===== src/rtl/imem_pkg.sv =====
// rtl/imem_pkg.sv - shared types and constants for the instruction memory loader
//
// Purpose: state encoding, default geometry and word packing constants used by
//          instr_mem_loader and byte_packer.
// Ports:   none (package).
package imem_pkg;

    localparam int IMEM_DEPTH     = 32;
    localparam int IMEM_AW        = 5;
    localparam int BYTES_PER_WORD = 4;

    typedef enum logic [1:0] {
        IDLE  = 2'd0,
        LOAD  = 2'd1,
        WRITE = 2'd2
    } state_t;

endpackage


===== src/rtl/byte_packer.sv =====
// rtl/byte_packer.sv - 8-to-32 bit big-endian byte packer
//
// Purpose: shifts accepted bytes in from the right so the first byte of a word
//          ends up in [31:24]; flags the byte that completes a word.
// Ports:
//   clk, rst      clock, asynchronous active-high reset
//   clear         synchronous clear of byte counter and partial word
//   accept        a byte on data is taken this cycle
//   data          stream byte
//   word          assembled word, valid while word_ready is high
//   word_ready    strobe: this accept completes a word
module byte_packer
    import imem_pkg::*;
(
    input  logic        clk,
    input  logic        rst,
    input  logic        clear,
    input  logic        accept,
    input  logic [7:0]  data,
    output logic [31:0] word,
    output logic        word_ready
);

    localparam logic [1:0] LAST_BYTE = 2'(BYTES_PER_WORD - 1);

    logic [1:0]  byte_cnt;
    // Only the first three bytes need storage; the fourth is taken straight
    // from data so the word is available in the cycle it completes.
    logic [23:0] shift_q;

    assign word       = {shift_q, data};
    assign word_ready = accept && (byte_cnt == LAST_BYTE);

    always_ff @(posedge clk or posedge rst) begin
        if (rst) begin
            byte_cnt <= '0;
            shift_q  <= '0;
        end else if (clear) begin
            byte_cnt <= '0;
            shift_q  <= '0;
        end else if (accept) begin
            byte_cnt <= byte_cnt + 2'd1;
            shift_q  <= {shift_q[15:0], data};
        end
    end

endmodule


===== src/rtl/instr_mem_loader.sv =====
// rtl/instr_mem_loader.sv - byte-stream loader for the instruction memory
//
// Purpose: assembles a byte stream (MSB first) into 32-bit instructions and
//          writes them to consecutive word addresses, holding the CPU in reset
//          while a load is running.
// Ports:
//   clk_i, rst_i             clock, asynchronous active-high reset
//   start_i, word_count_i    load request and number of words (sampled in IDLE)
//   in_valid_i, in_data_i    byte stream input
//   in_ready_o               byte stream ready (LOAD state only)
//   we_o, waddr_o, wdata_o   instruction memory write port
//   busy_o, cpu_hold_o       load in progress / CPU reset request
//   done_o                   pulse on final write (or after a zero-length start)
//   checksum_o               mod-2^32 sum of words written by the current load
module instr_mem_loader
    import imem_pkg::*;
#(
    parameter int DEPTH = IMEM_DEPTH,
    parameter int AW    = IMEM_AW
) (
    input  logic          clk_i,
    input  logic          rst_i,
    input  logic          start_i,
    input  logic [AW:0]   word_count_i,
    input  logic          in_valid_i,
    input  logic [7:0]    in_data_i,
    output logic          in_ready_o,
    output logic          we_o,
    output logic [31:0]   waddr_o,
    output logic [31:0]   wdata_o,
    output logic          busy_o,
    output logic          cpu_hold_o,
    output logic          done_o,
    output logic [31:0]   checksum_o
);

    localparam logic [AW:0] DEPTH_W = (AW + 1)'(DEPTH);

    state_t        state;
    logic [AW-1:0] index;
    logic [AW:0]   count;

    logic          accept;
    logic          start_load;
    logic          start_zero;
    logic          last_word;
    logic [31:0]   packed_word;
    logic          word_ready;

    assign accept     = (state == LOAD) && in_valid_i;
    assign start_zero = (state == IDLE) && start_i && (word_count_i == '0);
    assign start_load = (state == IDLE) && start_i && (word_count_i != '0)
                        && (word_count_i <= DEPTH_W);
    assign last_word  = ({1'b0, index} + (AW + 1)'(1)) == count;

    // Status outputs decode the state register only, so in_ready_o has no
    // path from in_valid_i and everything drops the moment rst_i rises.
    assign in_ready_o = (state == LOAD);
    assign we_o       = (state == WRITE);
    assign busy_o     = (state != IDLE);
    assign cpu_hold_o = busy_o;

    byte_packer u_packer (
        .clk        (clk_i),
        .rst        (rst_i),
        .clear      (start_load),
        .accept     (accept),
        .data       (in_data_i),
        .word       (packed_word),
        .word_ready (word_ready)
    );

    always_ff @(posedge clk_i or posedge rst_i) begin
        if (rst_i) begin
            state      <= IDLE;
            index      <= '0;
            count      <= '0;
            done_o     <= 1'b0;
            waddr_o    <= '0;
            wdata_o    <= '0;
            checksum_o <= '0;
        end else begin
            done_o <= 1'b0;
            case (state)
                IDLE: begin
                    if (start_zero) begin
                        done_o     <= 1'b1;
                        checksum_o <= '0;
                    end else if (start_load) begin
                        state      <= LOAD;
                        index      <= '0;
                        count      <= word_count_i;
                        checksum_o <= '0;
                    end
                end
                LOAD: begin
                    // Write port and checksum are loaded on the way into WRITE
                    // so they are valid for the whole WRITE cycle.
                    if (word_ready) begin
                        state      <= WRITE;
                        waddr_o    <= 32'({index, 2'b00});
                        wdata_o    <= packed_word;
                        checksum_o <= checksum_o + packed_word;
                        done_o     <= last_word;
                    end
                end
                WRITE: begin
                    index <= index + AW'(1);
                    state <= last_word ? IDLE : LOAD;
                end
                default: state <= IDLE;
            endcase
        end
    end

endmodule


===== config.mk =====
export PLATFORM = sky130hd
export DESIGN_NAME = instr_mem_loader
export DESIGN_NICKNAME = d
export VERILOG_FILES = /design/src/rtl/imem_pkg.sv /design/src/rtl/byte_packer.sv /design/src/rtl/instr_mem_loader.sv
export SDC_FILE = /design/constraint.sdc
export NUM_CORES = 1
export LEC_CHECK = 0
export CAP_MARGIN = 25
export CORE_MARGIN = 5
export CORE_UTILIZATION = 30
export CTS_CLUSTER_DIAMETER = 80
export CTS_CLUSTER_SIZE = 20
export DETAILED_ROUTE_END_ITERATION = 8
export DONT_BUFFER_PORTS = 1
export PLACE_DENSITY = 0.52
export SLEW_MARGIN = 20
export SYNTH_ARGS = -nofsm -noshare
export SYNTH_HDL_FRONTEND = slang
export SYNTH_SLANG_ARGS = --single-unit

===== constraint.sdc =====
create_clock -name clk_i -period 3.1 [get_ports clk_i]
set_input_delay 0.465 -clock clk_i [delete_from_list [all_inputs] [get_ports clk_i]]
set_output_delay 0.465 -clock clk_i [all_outputs]
set_load 0.02 [all_outputs]

==> impl_metrics.py <==
metrics = {
    "outcome": {
        "outcome": "completed",
    },
    "timing": {
        "worst-slew-pin-transition_ps": 1019,
        "timing.hold.ws_ps": 209.5,
        "final_setup_violating_endpoints": 0,
        "finClkSkew_ps": 6.645,
        "timing.final.crit_share_pct": 90.82,
        "unrepaired_setup_endpoints_after_global_routing": "no",
        "timing.final.max_slew_violations": 0,
        "layout_min_cycle_time_ps": 2815,
        "tns_ps": 0,
        "fmax_ghz": 0.3552,
        "maxSlewHeadroom_pct": 31.90,
        "final_hold_viol_count": 0,
        "finalWorstSetupSlack_ps": 284.7,
    },
    "clock_tree": {
        "cts_buffer_depth": 2,
        "buffers_inserted_during_post_cts_setup_optimization": 0,
        "clock-sinks": 109,
        "cts_htree_levels": 3,
        "cts-buffers-inserted": 9,
        "worst_skew_pair_latency_ps": 360,
        "cts_tree": "done",
        "clock_transition_at_the_registers_of_the_reported_paths_ps": 70,
        "cts_root_buffer": "sky130_fd_sc_hd__clkbuf_16",
    },
    "synthesis": {
        "post_synth_instance_area_um2": 6276,
        "ys_warn_count": 0,
        "post_synth.cell_area_avg_um2": 8.633,
        "postSynth.asyncResetShare_pct": 100.0,
        "synth-edff-count": 0,
        "synth_flop_cell": "sky130_fd_sc_hd__dfrtp_1",
        "synth-seq-cells": 109,
        "ys_types": 58,
        "sequential_area_share_after_synthesis_pct": 43.46,
        "netlist_instances": 727,
    },
    "global_routing": {
        "grt_pass1_vias": 4886,
        "first_pass_grt_wire_length_um": 28130,
        "grt_start_max_net_pins": 61,
        "grt_usage_pct": 14.86,
        "grt_antenna_before_repair": 0,
        "grt-ovfl-total": 0,
    },
    "power_and_ir_drop": {
        "netSwitchingFraction_pct": 44.15,
        "p_leak_nw": 3.371,
        "combinationalPowerShare_pct": 35.2,
        "p_switching_mw": 2.859,
        "power_report.internal_total_mw": 3.617,
        "ir_drop_mv": 0.3307,
        "clock_power_share_pct": 20.8,
        "power.share.sequential_pct": 44.0,
        "power_density_nw_per_um2": 943.0,
    },
    "detailed_routing": {
        "drtPass1Iterations": 4,
        "total_drc_errors_in_the_routed_layout": 0,
        "detail-route-antenna-nets": 0,
        "dr_total_vias": 4882,
        "via_per_inst": 4.887,
        "detail_route.wirelength_um": 17680,
        "detailedRoute.firstIterationViolations": 269,
        "avgRoutedWirePerCell_um": 17.69,
    },
    "critical_path": {
        "crit_arrival_ps": 3090,
        "cp_slowest_cell": "sky130_fd_sc_hd__dfrtp_1",
        "required_ps": 3380,
        "setup.worst_path.end_class": "flip-flop",
        "critical_path.max_stage_delay_ps": 490,
        "criticalPathCategory": "reg -> reg",
        "critPathLaunchType": "flip-flop",
        "critical_path.cell_chain": "ha_1 > and3_1 > a221oi_1 > o21ai_1 > a21oi_1 > o2111a_1 > nor3b_1 > or4b_1 > o211ai_1",
        "cp.buffers_inverters": 0,
        "critical_path.top_delay_family": "compound AO/OA/AOI/OAI gates",
        "crit_fanout": 7,
    },
    "layout": {
        "area_added_between_synthesis_and_finish_pct": 9.430,
        "insertedDiodeCount": 0,
        "most_common_library_cell_in_the_layout_ignoring_fill_and_taps": "sky130_fd_sc_hd__nand2_1",
        "finalNetCount": 771,
        "drive_gt1_share_pct": 6.630,
        "mostFrequentLayoutCells": "sky130_fd_sc_hd__nand2_1, sky130_fd_sc_hd__dfrtp_1, sky130_fd_sc_hd__a21oi_1",
    },
    "flow_run": {
        "maxCapViolCount": 0,
    },
    "die": {
        "die_x_um": 154.6,
        "floorplan.io_pins": 119,
        "std_cell_rows": 53,
        "coreArea_um2": 20820,
        "die_area_um2": 23910,
        "floorplan.initialDensity_pct": 30.14,
        "die_height_um": 154.6,
    },
    "worst_hold_path": {
        "holdCritPathClass": "in -> reg",
    },
    "placement": {
        "detailed_place_hpwl_um": 12840,
        "placement.io_buffers": 0,
        "gp_routability_congestion": 0.8774,
        "dp_slack_ps": 289.2,
    },
}
[power groups by stage]
stage,clock network (mW),logic (mW),registers [mW]
3_5_place_dp,0,2.29,2.90
3_3_place_gp,0,2.27,2.90
6_report,1.35,2.28,2.85
2_1_floorplan,0,1.83,2.64
4_1_cts,1.40,2.29,2.88
5_1_grt,1.45,2.58,2.94
[worst reg2reg max path, stage by stage, from the launching register on]
cell	delay, ps
sky130_fd_sc_hd__dfrtp_1	490
sky130_fd_sc_hd__ha_1	430
sky130_fd_sc_hd__and3_1	250
sky130_fd_sc_hd__a221oi_1	300
sky130_fd_sc_hd__o21ai_1	170
sky130_fd_sc_hd__a21oi_1	220
sky130_fd_sc_hd__o2111a_1	240
sky130_fd_sc_hd__nor3b_1	60
sky130_fd_sc_hd__or4b_1	470
sky130_fd_sc_hd__o211ai_1	100
[cell families after synthesis]
group                      share of synthesized area [%]
AOI/OAI and AO/OA                                  16.89
xor gates and xnor gates                           4.466
adders and majority gates                          6.898
buffers and inverters                              6.340
DFF                                                43.46
muxes                                              1.735
other                                            0.05975
and+or+nand+nor                                    20.16
[area by class of cell]
cell class,instances,area (µm²)
clock inverter,6,111.4
inverter,12,48.80
multi-input combinational,569,3257
fill,2235,13950
tap,275,344.1
sequential,109,2728
clock buffer,10,229.0
timing repair buffer,18,150.1
[repair_timing]
item | in CTS | in global routing
setup endpoints to repair | 0 | 1
resized for setup | 0 | 1
endpoints found under the hold margin | 11 | 0
hold buffers | 1 | 0
[sequential cells by signal (all words and copies together) (netlist names)]
name               flops
checksum_o            32
wdata_o               32
u_packer.shift_q      24
count                  6
index                  5
waddr_o                5
state                  2
u_packer.byte_cnt      2
done_o                 1
[routing by layer]
| layer | vias up | GRT usage (%) | routed length (µm) |
|---|---|---|---|
| met3 | 29 | 4.589 | 1322 |
| met1 | 2296 | 20.51 | 8277 |
| li1 | 2418 | - | - |
| met4 | 0 | 5.257 | 434 |
| met5 | - | 0 | 0 |
| met2 | 139 | 22.03 | 7642 |
[Yosys cell counts, types with 2 or more instances]
cell type,number,area (µm²)
sky130_fd_sc_hd__a211o_1,2,17.52
sky130_fd_sc_hd__a211oi_1,4,30.03
sky130_fd_sc_hd__a21o_1,20,150.1
sky130_fd_sc_hd__a21oi_1,51,255.2
sky130_fd_sc_hd__a22o_1,8,70.07
sky130_fd_sc_hd__a31oi_1,6,37.54
sky130_fd_sc_hd__and2_1,2,12.51
sky130_fd_sc_hd__and3_1,7,43.79
sky130_fd_sc_hd__buf_1,4,15.01
sky130_fd_sc_hd__buf_2,8,40.04
sky130_fd_sc_hd__buf_4,28,210.2
sky130_fd_sc_hd__clkbuf_1,22,82.58
sky130_fd_sc_hd__dfrtp_1,109,2728
sky130_fd_sc_hd__ha_1,33,412.9
sky130_fd_sc_hd__inv_1,11,41.29
sky130_fd_sc_hd__mux2_2,7,78.83
sky130_fd_sc_hd__mux2i_1,3,30.03
sky130_fd_sc_hd__nand2_1,219,822.0
sky130_fd_sc_hd__nand2b_1,5,31.28
sky130_fd_sc_hd__nand3_1,11,55.05
sky130_fd_sc_hd__nand4_1,4,25.02
sky130_fd_sc_hd__nand4b_1,2,17.52
sky130_fd_sc_hd__nor2_1,17,63.81
sky130_fd_sc_hd__nor2b_1,7,43.79
sky130_fd_sc_hd__nor3_1,6,30.03
sky130_fd_sc_hd__nor3b_1,4,30.03
sky130_fd_sc_hd__o2111ai_1,4,35.03
sky130_fd_sc_hd__o211ai_1,5,37.54
sky130_fd_sc_hd__o21a_1,4,30.03
sky130_fd_sc_hd__o21ai_0,43,215.2
sky130_fd_sc_hd__o21ai_1,4,20.02
sky130_fd_sc_hd__o21bai_1,6,45.04
sky130_fd_sc_hd__o31ai_1,2,15.01
sky130_fd_sc_hd__or3_1,4,25.02
sky130_fd_sc_hd__or4b_1,2,20.02
sky130_fd_sc_hd__xnor2_1,16,140.1
sky130_fd_sc_hd__xor2_1,16,140.1
[worst paths after layout]
| path | start | endpoint | slack [ps] | depth (start not counted) |
|---|---|---|---|---|
| worst max-delay path | checksum_o[26] | checksum_o[31] | 280 | 9 |
| worst min-delay path | in_data_i[7] | wdata_o[7] | 210 | 2 |
| worst max register to register | checksum_o[26] | checksum_o[31] | 280 | 9 |
| worst min register to register | u_packer.shift_q[17] | wdata_o[25] | 530 | 2 |
| max in group asynchronous | rst_i | checksum_o[10] | 1740 | 3 |
| min in group asynchronous | rst_i | u_packer.shift_q[22] | 560 | 2 |
[metrics by stage]
step | instance area [µm²] | util (%) | cells | power (mW)
finish | 6868 | 32.98 | 999 | 6.476
detailed placement | 6518 | 31.30 | 982 | 5.188
global route | 6868 | 32.98 | 999 | 6.978
floorplan | 6377 | - | 753 | 4.476
CTS | 6868 | 32.98 | 999 | 6.575
global placement | 6518 | 31.30 | 982 | 5.168
Note: power is estimated with default switching activity, not from simulation.
